### src/rtl/rv32i_inst_encoder_pkg.sv
// rv32i_inst_encoder_pkg: RV32I field/opcode types, immediate ranges and the shared field-to-word packer.
package rv32i_inst_encoder_pkg;
  typedef enum logic [2:0] {RTYPE, ITYPE, STYPE, BTYPE, UTYPE, JTYPE} optype_e;
  typedef enum logic [6:0] {
    OP_LOAD = 7'b0000011, OP_OPIMM = 7'b0010011, OP_AUIPC = 7'b0010111, OP_STORE = 7'b0100011,
    OP_OP = 7'b0110011, OP_LUI = 7'b0110111, OP_BRANCH = 7'b1100011, OP_JALR = 7'b1100111,
    OP_JAL = 7'b1101111, OP_SYSTEM = 7'b1110011
  } opcode_e;
  localparam int IMM12_MIN = -2048;
  localparam int IMM12_MAX = 2047;
  localparam int IMMB_MIN = -4096;
  localparam int IMMB_MAX = 4094;
  localparam int IMMJ_MIN = -(1 << 20);
  localparam int IMMJ_MAX = (1 << 20) - 2;
  typedef struct packed {
    logic [6:0] opcode;
    logic [4:0] rd;
    logic [4:0] rs1;
    logic [4:0] rs2;
    logic [2:0] funct3;
    logic [6:0] funct7;
    logic [31:0] imm;
  } inst_fields_s;
  // Returns {err, inst}; out-of-range immediates still produce the truncated encoding.
  function automatic logic [32:0] rv32i_encode(input logic [2:0] optype, input inst_fields_s f);
    int s;
    logic shamt;
    s = $signed(f.imm);
    shamt = f.opcode == OP_OPIMM && f.funct3[1:0] == 2'b01;
    case (optype)
      RTYPE: return {1'b0, f.funct7, f.rs2, f.rs1, f.funct3, f.rd, f.opcode};
      ITYPE: return shamt ? {|f.imm[31:5], f.funct7, f.imm[4:0], f.rs1, f.funct3, f.rd, f.opcode}
                          : {s < IMM12_MIN || s > IMM12_MAX, f.imm[11:0], f.rs1, f.funct3, f.rd, f.opcode};
      STYPE: return {s < IMM12_MIN || s > IMM12_MAX, f.imm[11:5], f.rs2, f.rs1, f.funct3, f.imm[4:0], f.opcode};
      BTYPE: return {s < IMMB_MIN || s > IMMB_MAX || f.imm[0], f.imm[12], f.imm[10:5], f.rs2, f.rs1,
                     f.funct3, f.imm[4:1], f.imm[11], f.opcode};
      UTYPE: return {|f.imm[11:0], f.imm[31:12], f.rd, f.opcode};
      JTYPE: return {s < IMMJ_MIN || s > IMMJ_MAX || f.imm[0], f.imm[20], f.imm[10:1], f.imm[11],
                     f.imm[19:12], f.rd, f.opcode};
      default: return {1'b1, 32'h0};
    endcase
  endfunction
endpackage

### src/rtl/rv32i_skid_fifo2.sv
// rv32i_skid_fifo2: 2-entry valid/ready buffer, in_ready derived only from registered occupancy.
module rv32i_skid_fifo2 #(
  parameter int W = 32
) (
  input  logic         clk,
  input  logic         reset,
  input  logic         flush,
  input  logic         in_valid,
  output logic         in_ready,
  input  logic [W-1:0] in_data,
  output logic         out_valid,
  input  logic         out_ready,
  output logic [W-1:0] out_data
);
  logic [1:0] cnt;
  logic [W-1:0] d1;
  logic push, pop;
  assign in_ready = !cnt[1] && !flush;
  assign push = in_valid && in_ready;
  assign out_valid = |cnt;
  assign pop = out_valid && out_ready;
  // out_data is the head slot; d1 holds the second entry when full.
  always_ff @(posedge clk or posedge reset)
    if (reset) begin
      cnt <= '0;
      out_data <= '0;
      d1 <= '0;
    end else begin
      cnt <= flush ? 2'd0 : cnt + {1'b0, push} - {1'b0, pop};
      if (push && (cnt == 2'd0 || (cnt == 2'd1 && pop))) out_data <= in_data;
      else if (pop && cnt[1]) out_data <= d1;
      if (push && cnt == 2'd1 && !pop) d1 <= in_data;
    end
endmodule

### src/rtl/rv32i_inst_encoder.sv
// rv32i_inst_encoder: packs decoded RV32I fields into address-tagged instruction words.
module rv32i_inst_encoder
  import rv32i_inst_encoder_pkg::*;
#(
  parameter int ADDR_W = 12
) (
  input  logic              clk,
  input  logic              reset,
  input  logic              start,
  input  logic [ADDR_W-1:0] start_addr,
  input  logic              in_valid,
  output logic              in_ready,
  input  logic [2:0]        in_optype,
  input  logic [6:0]        in_opcode,
  input  logic [4:0]        in_rd,
  input  logic [4:0]        in_rs1,
  input  logic [4:0]        in_rs2,
  input  logic [2:0]        in_funct3,
  input  logic [6:0]        in_funct7,
  input  logic [31:0]       in_imm,
  output logic              out_valid,
  input  logic              out_ready,
  output logic [31:0]       out_inst,
  output logic [ADDR_W-1:0] out_addr,
  output logic              out_err,
  output logic              err_sticky,
  output logic [ADDR_W:0]   word_count
);
  inst_fields_s f;
  logic [32:0] enc;
  logic [ADDR_W-1:0] addr;
  logic [ADDR_W+32:0] head;
  logic push, pop;
  assign f = '{opcode: in_opcode, rd: in_rd, rs1: in_rs1, rs2: in_rs2, funct3: in_funct3,
               funct7: in_funct7, imm: in_imm};
  assign enc = rv32i_encode(in_optype, f);
  assign push = in_valid && in_ready;
  assign pop = out_valid && out_ready;
  assign {out_err, out_inst, out_addr} = head;
  rv32i_skid_fifo2 #(.W(ADDR_W + 33)) u_fifo (
    .clk(clk), .reset(reset), .flush(start), .in_valid(in_valid), .in_ready(in_ready),
    .in_data({enc, addr}), .out_valid(out_valid), .out_ready(out_ready), .out_data(head)
  );
  always_ff @(posedge clk or posedge reset)
    if (reset) begin
      addr <= '0;
      err_sticky <= 1'b0;
      word_count <= '0;
    end else if (start) begin
      addr <= start_addr;
      err_sticky <= 1'b0;
      word_count <= '0;
    end else begin
      if (push) addr <= addr + 1'b1;
      if (push && enc[32]) err_sticky <= 1'b1;
      if (pop) word_count <= word_count + 1'b1;
    end
endmodule

### config.mk
export PLATFORM = sky130hd
export DESIGN_NAME = rv32i_inst_encoder
export DESIGN_NICKNAME = d
export VERILOG_FILES = /design/src/rtl/rv32i_inst_encoder_pkg.sv /design/src/rtl/rv32i_skid_fifo2.sv /design/src/rtl/rv32i_inst_encoder.sv
export SDC_FILE = /design/constraint.sdc
export NUM_CORES = 1
export LEC_CHECK = 0
export ABC_AREA = 1
export BUFFER_PORTS_ARGS = -buffer_cell sky130_fd_sc_hd__clkbuf_2
export CELL_PAD_IN_SITES_DETAIL_PLACEMENT = 1
export CELL_PAD_IN_SITES_GLOBAL_PLACEMENT = 1
export CORE_ASPECT_RATIO = 0.6
export CORE_MARGIN = 2
export CORE_UTILIZATION = 42
export CTS_CLUSTER_SIZE = 24
export DETAILED_ROUTE_END_ITERATION = 10
export PLACE_DENSITY = 0.92
export SLEW_MARGIN = 20
export SYNTH_ARGS = -nofsm -noshare
export SYNTH_HDL_FRONTEND = slang
export SYNTH_SLANG_ARGS = --single-unit
### constraint.sdc
create_clock -name clk -period 6.7 [get_ports clk]
set_input_delay 0.67 -clock clk [delete_from_list [all_inputs] [get_ports clk]]
set_output_delay 0.67 -clock clk [all_outputs]
set_load 0.005 [all_outputs]
# --- Word level (Yosys, flattened, before mapping) ---
# Index checks and enable logic that the tools add are counted.
word_totals:
  reg_bits: 118
  in_bits: 84
  out_inout_bits: 61
  word_cells: 63
op_classes:
  n_addsub: 4
  n_lt_le_gt_ge: 6
  eq_ne: 8
  n_mux: 11
  n_reduce_logical: 28
ops:
  columns: ["operator", "count"]
  rows:
  - ["case mux 33 bit (6 select lines)", 1]
  - ["2-to-1 mux 45 bit", 2]
  - ["2-to-1 mux 33 bit", 1]
  - ["> comparator 32 x 12 -> 1 bit (second input constant)", 1]
  - ["> comparator 32 x 13 -> 1 bit (second input constant)", 1]
  - ["> comparator 32 x 21 -> 1 bit (second input constant)", 1]
  - ["less-than comparator 32 x 12 -> 1 bit (second input constant)", 1]
  - ["less-than comparator 32 x 13 -> 1 bit (second input constant)", 1]
  - ["less-than comparator 32 x 21 -> 1 bit (second input constant)", 1]
  - ["OR reduction 27 bit", 1]
  - ["2-to-1 mux 13 bit", 2]
  - ["2-to-1 mux 12 bit", 2]
  - ["adder 13 x 1 -> 13 bit (second input constant)", 1]
  - ["adder 12 x 1 -> 12 bit (second input constant)", 1]
  - ["OR reduction 12 bit", 1]
  - ["logical AND 1 bit", 10]
  - ["nonzero test 2 bit", 4]
  - ["equality test 7 x 5 -> 1 bit (second input constant)", 1]
  - ["equality test 3 x 2 -> 1 bit (second input constant)", 2]
  - ["equality test 3 bit (second input constant)", 2]
  - ["logical OR 1 bit", 6]
  - ["equality test 2 x 1 -> 1 bit (second input constant)", 2]
  - ["equality test 3 x 1 -> 1 bit (second input constant)", 1]
  - ["logical NOT 1 bit", 3]
  - ["7 further kinds", 8]

# --- Longest topological paths before layout ---
depth:
  word_depth: 7
  ltp_mapped: 15

# --- Hierarchy ---
# A second synthesis with hierarchy kept.
unflattened:
  cells_unflattened: 997
  hier_area_um2: 6909.1
modules_own_cells:
  columns: ["module", "instances", "cells_per_inst", "area_each_um2", "seq_area_each_um2"]
  rows:
  - ["rv32i_skid_fifo2", 1, 566, 4423.0, 2302.2]
  - ["rv32i_inst_encoder", 1, 431, 2486.1, 650.6]

# --- Worst setup path before layout ---
# Ideal clock, no wire load.
synth_path:
  path_kind: "input to register"
  from: "in out_ready"
  to: "reg u_fifo.cnt[1]"
  setup_time_ns: 0.133
  arrival_time_ns: 1.636
  slack_ns: 4.931
  cell_stages: 8
  path_cell_list: "buf_2 nand2_8 inv_1 ha_1 inv_1 ha_1 xor2_1 nor2_1"
synth_between:
  elab_chain_len: 3
synth_rtl:
  columns: ["item", "line_no", "source"]
  rows:
  - ["start, declared", "rv32i_inst_encoder.sv:22", "input logic out_ready,"]
  - ["logical AND 1 bit", "rv32i_skid_fifo2.sv:21", "assign pop = out_valid && out_ready;"]
  - ["subtractor 2 x 1 -> 2 bit", "rv32i_skid_fifo2.sv:29", "cnt <= flush ? 2'd0 : cnt + {1'b0, push} - {1'b0, pop};"]
  - ["2-to-1 mux 2 bit", "rv32i_skid_fifo2.sv:29", null]
  - ["end signal, assigned", "rv32i_skid_fifo2.sv:29", null]
  - ["end, declared", "rv32i_skid_fifo2.sv:15", "logic [1:0] cnt;"]
# No other way between the ends.
# A chain may end at the register's enable or synchronous reset.

# --- Worst setup path in the final report ---
layout_path:
  from: "reg u_fifo.cnt[1]"
  to: "reg u_fifo.out_data[34]"
layout_between:
  elab_chain_len: 6
layout_rtl:
  columns: ["item", "line_no", "source"]
  rows:
  - ["OR reduction 2 bit", "rv32i_skid_fifo2.sv:20", "assign out_valid = |cnt;"]
  - ["logical AND 1 bit", "rv32i_skid_fifo2.sv:21", null]
  - ["logical AND 1 bit", "rv32i_skid_fifo2.sv:30", "if (push && (cnt == 2'd0 || (cnt == 2'd1 && pop))) out_data <= in_data;"]
  - ["logical OR 1 bit", "rv32i_skid_fifo2.sv:30", null]
  - ["logical AND 1 bit", "rv32i_skid_fifo2.sv:30", null]
  - ["2-to-1 mux 45 bit or nonzero test 2 bit (tied branches)", null, null]
  - ["end signal, assigned", "rv32i_skid_fifo2.sv:30", null]
  - ["end, declared", "rv32i_skid_fifo2.sv:13", "output logic [W-1:0] out_data"]
# Several ways; a longest one is shown, not always the timed one.

==> qor.yml <==
status:
  status: "complete, no violations"
finish:
  seq_area_um2: 2950
  nNetsFinal: 1061
  fin_cells: 1184
  nFillCells: 1923
  drive_above_1_share_pct: 22.2
  synthToLayoutAreaGrowth_pct: 22.2
  diodes: 0
  multi_input_area_um2: 2860
synthesis:
  synth_nets: 926
  ys_seq_area_share_pct: 46.0
  postSynthAreaPerCell_um2: 7.65
  synth_cell_type_count: 41
  synthCells: 838
  yosysWarnings: 0
  ys_seq_elements: 118
  syn_area_um2: 6410
route:
  drc: 0
  wl_per_cell_um: 18.5
  vias: 6290
  totalWireLength_mm: 21.9
  firstDrtPassIters: 5
  vias_per_cell: 5.31
  drtAntennaViolNets: 0
  drtIter0Drc: 512
worst_setup_path:
  startpoint_type: "flop"
  critPathCaptureType: "flop"
  crit_required_ns: 6.98
  worstPathCellList: "nor2_4, nand2_2, nor2_4, inv_2, nand2_1, inv_2, nand2_1, o211ai_1"
  arrival_ns: 3.33
  max_stage_delay_ns: 0.71
  cp_max_fo: 45
  worstSetupPathType: "flop to flop"
  slowest_stage: "nor2_4"
timing:
  setup_tns_ns: 0
  finalMaxSlewViolations: 0
  slew_headroom_pct: 39.5
  setup_violations: 0
  max_freq_ghz: 0.328
  period_share_pct: 45.5
  rsz0062_at_grt: "no"
  worstMarginPinSlew_ns: 0.905
  finalClockSkew_ns: 0.0167
  fin_crit_ns: 3.05
  whs_ns: 0.342
  hold_violations: 0
  layout_setup_ws_ns: 3.65
floorplanning:
  io_pins: 145
  dieWidth_um: 164
  initial_core_util_pct: 43.6
  die_y_um: 99.7
  core_area_um2: 14700
  rows: 34
  die-area_um2: 16300
place:
  place_ws_ns: 3.48
  gp_congestion: 0.903
  hpwl_mm: 15.9
  placedCellCount: 1152
  io_buffers: 144
clocking:
  clk_pin_slew_ns: 0.06
  postCtsSetupRepairBufs: 0
  clkSinkCount: 118
  clk_latency_ns: 0.43
  cts_resized: 0
  cts_root_buf: "clkbuf_16"
  h-tree-depth: 4
  clk_path_buf_depth: 2
  postCtsHoldBufs: 0
  numCtsBuffers: 17
  tritoncts: "yes"
global_route:
  grt_pass1_vias: 6545
  grt_antenna_before_repair: 0
  overflow: 0
  grt_max_degree: 68
  grt_pass1_wl_mm: 35.9
  grt.total_usage_pct: 28.6
hold_path:
  hold_path.class: "input pin to async pin"
power:
  p_per_area_nw_per_um2: 371
  finalPower_mw: 2.91
  ir_worst_vdd_uv: 172
  p_leak_nw: 3.93
job:
  max-cap-violations: 0
-- synth_stat cells --
cell type | instances | area, µm²
xnor2_1 | 2 | 17.5
buf_6 | 4 | 45.0
nand4_4 | 1 | 21.3
nand3_2 | 1 | 10.0
nand3b_1 | 1 | 7.51
ha_1 | 4 | 50.1
inv_2 | 10 | 37.5
nor3_4 | 1 | 16.3
nor2_1 | 67 | 251
nand4_2 | 1 | 12.5
inv_4 | 1 | 6.26
o21ai_0 | 58 | 290
o21ai_1 | 15 | 75.1
nor3_1 | 4 | 20.0
a21oi_2 | 2 | 17.5
o221ai_1 | 6 | 52.6
a211oi_1 | 1 | 7.51
a22oi_1 | 8 | 60.1
o211ai_1 | 52 | 390
a21oi_1 | 16 | 80.1
o2111ai_1 | 1 | 8.76
or2_2 | 1 | 6.26
nand3_1 | 37 | 185
nor3_2 | 3 | 30.0
nor2_2 | 6 | 37.5
buf_4 | 4 | 30.0
inv_1 | 105 | 394
xor2_1 | 2 | 17.5
nand4_1 | 6 | 37.5
nand2_1 | 263 | 987
nor3b_2 | 1 | 12.5
nand2_4 | 1 | 11.3
nand2_8 | 2 | 40.0
o22ai_1 | 2 | 12.5
buf_2 | 8 | 40.0
nor2_4 | 4 | 45.0
nor2_8 | 1 | 20.0
nand2_2 | 3 | 18.8
clkbuf_1 | 11 | 41.3
dfrtp_1 | 118 | 2950
buf_1 | 4 | 15.0
-- layout make-up --
type	count	area share, %
flip-flops and latches	118	37.7
multi-input cells	573	36.4
repair buffers	147	9.49
inverters	116	5.62
clock buffers	17	5.43
well taps	198	3.16
clock inverters	15	2.16
-- per-stage QoR --
step                      util [%]  area [µm²]
final                         53.2        7830
after CTS                     53.2        7830
after detailed placement      49.2        7240
after global placement        49.2        7240
after floorplan                  -        6410
after global routing          53.2        7830
-- flip-flops by register name, summed over array words and instances, names as in the netlist --
signal	flops
addr	12
err_sticky	1
u_fifo.cnt	2
u_fifo.d1	45
u_fifo.out_data	45
word_count	13
-- path summary, 6_finish.rpt --
kind / slack, ns / to / start / depth (start not counted)
max in group asynchronous: 5.05 / word_count[11] / reset / 3
min: 0.34 / u_fifo.out_data[13] / reset / 2
min reg2reg: 0.50 / u_fifo.d1[0] / u_fifo.d1[0] / 2
min in group clk: 0.48 / addr[10] / start_addr[10] / 3
max reg2reg: 3.65 / u_fifo.out_data[34] / u_fifo.cnt[1] / 8
max: 3.65 / u_fifo.out_data[34] / u_fifo.cnt[1] / 8
-- cell families after synthesis --
kind of cell    after synthesis  share of synthesized area [%]
fa+ha+maj                     4                          0.781
xor+xnor                      4                          0.546
flops                       118                           46.0
compound gates              161                           15.5
simple gates                404                           27.6
buf+inv                     147                           9.50
-- routing by layer --
metal  vias to the layer above  GRT usage (%)  wire length, µm
li1                       2994              -                -
met1                      3046           41.8            10500
met2                       220           42.6             9420
met3                        30           6.71             1680
met4                         0           7.76              316
met5                         -              0                0
-- critical path: cells and delay by family (launching register included) --
kind	cells	cell delay (ns)
compound gates	1	0.11
simple gates	5	1.45
buf+inv	2	0.64
flops	1	0.67
-- report_power, final --
part	total, mW	switching (mW)	internal, mW
Combinational	0.797	0.490	0.307
Sequential	1.18	0.186	0.992
Clock	0.929	0.373	0.556
-- cell usage in the layout (no fill, tap or decap), drive strengths merged, types with 2 or more instances in the layout --
master / n
nand4: 8
inv: 122
clkbuf: 161
a22oi: 8
ha: 4
nand3: 38
xor2: 2
bufinv: 2
o21ai: 73
clkinvlp: 3
o221ai: 6
clkinv: 4
xnor2: 2
a21oi: 18
o211ai: 52
dfrtp: 118
o22ai: 2
nor2: 78
nand2: 269
buf: 3
nor3: 8
(Power assumes the default switching activity.)
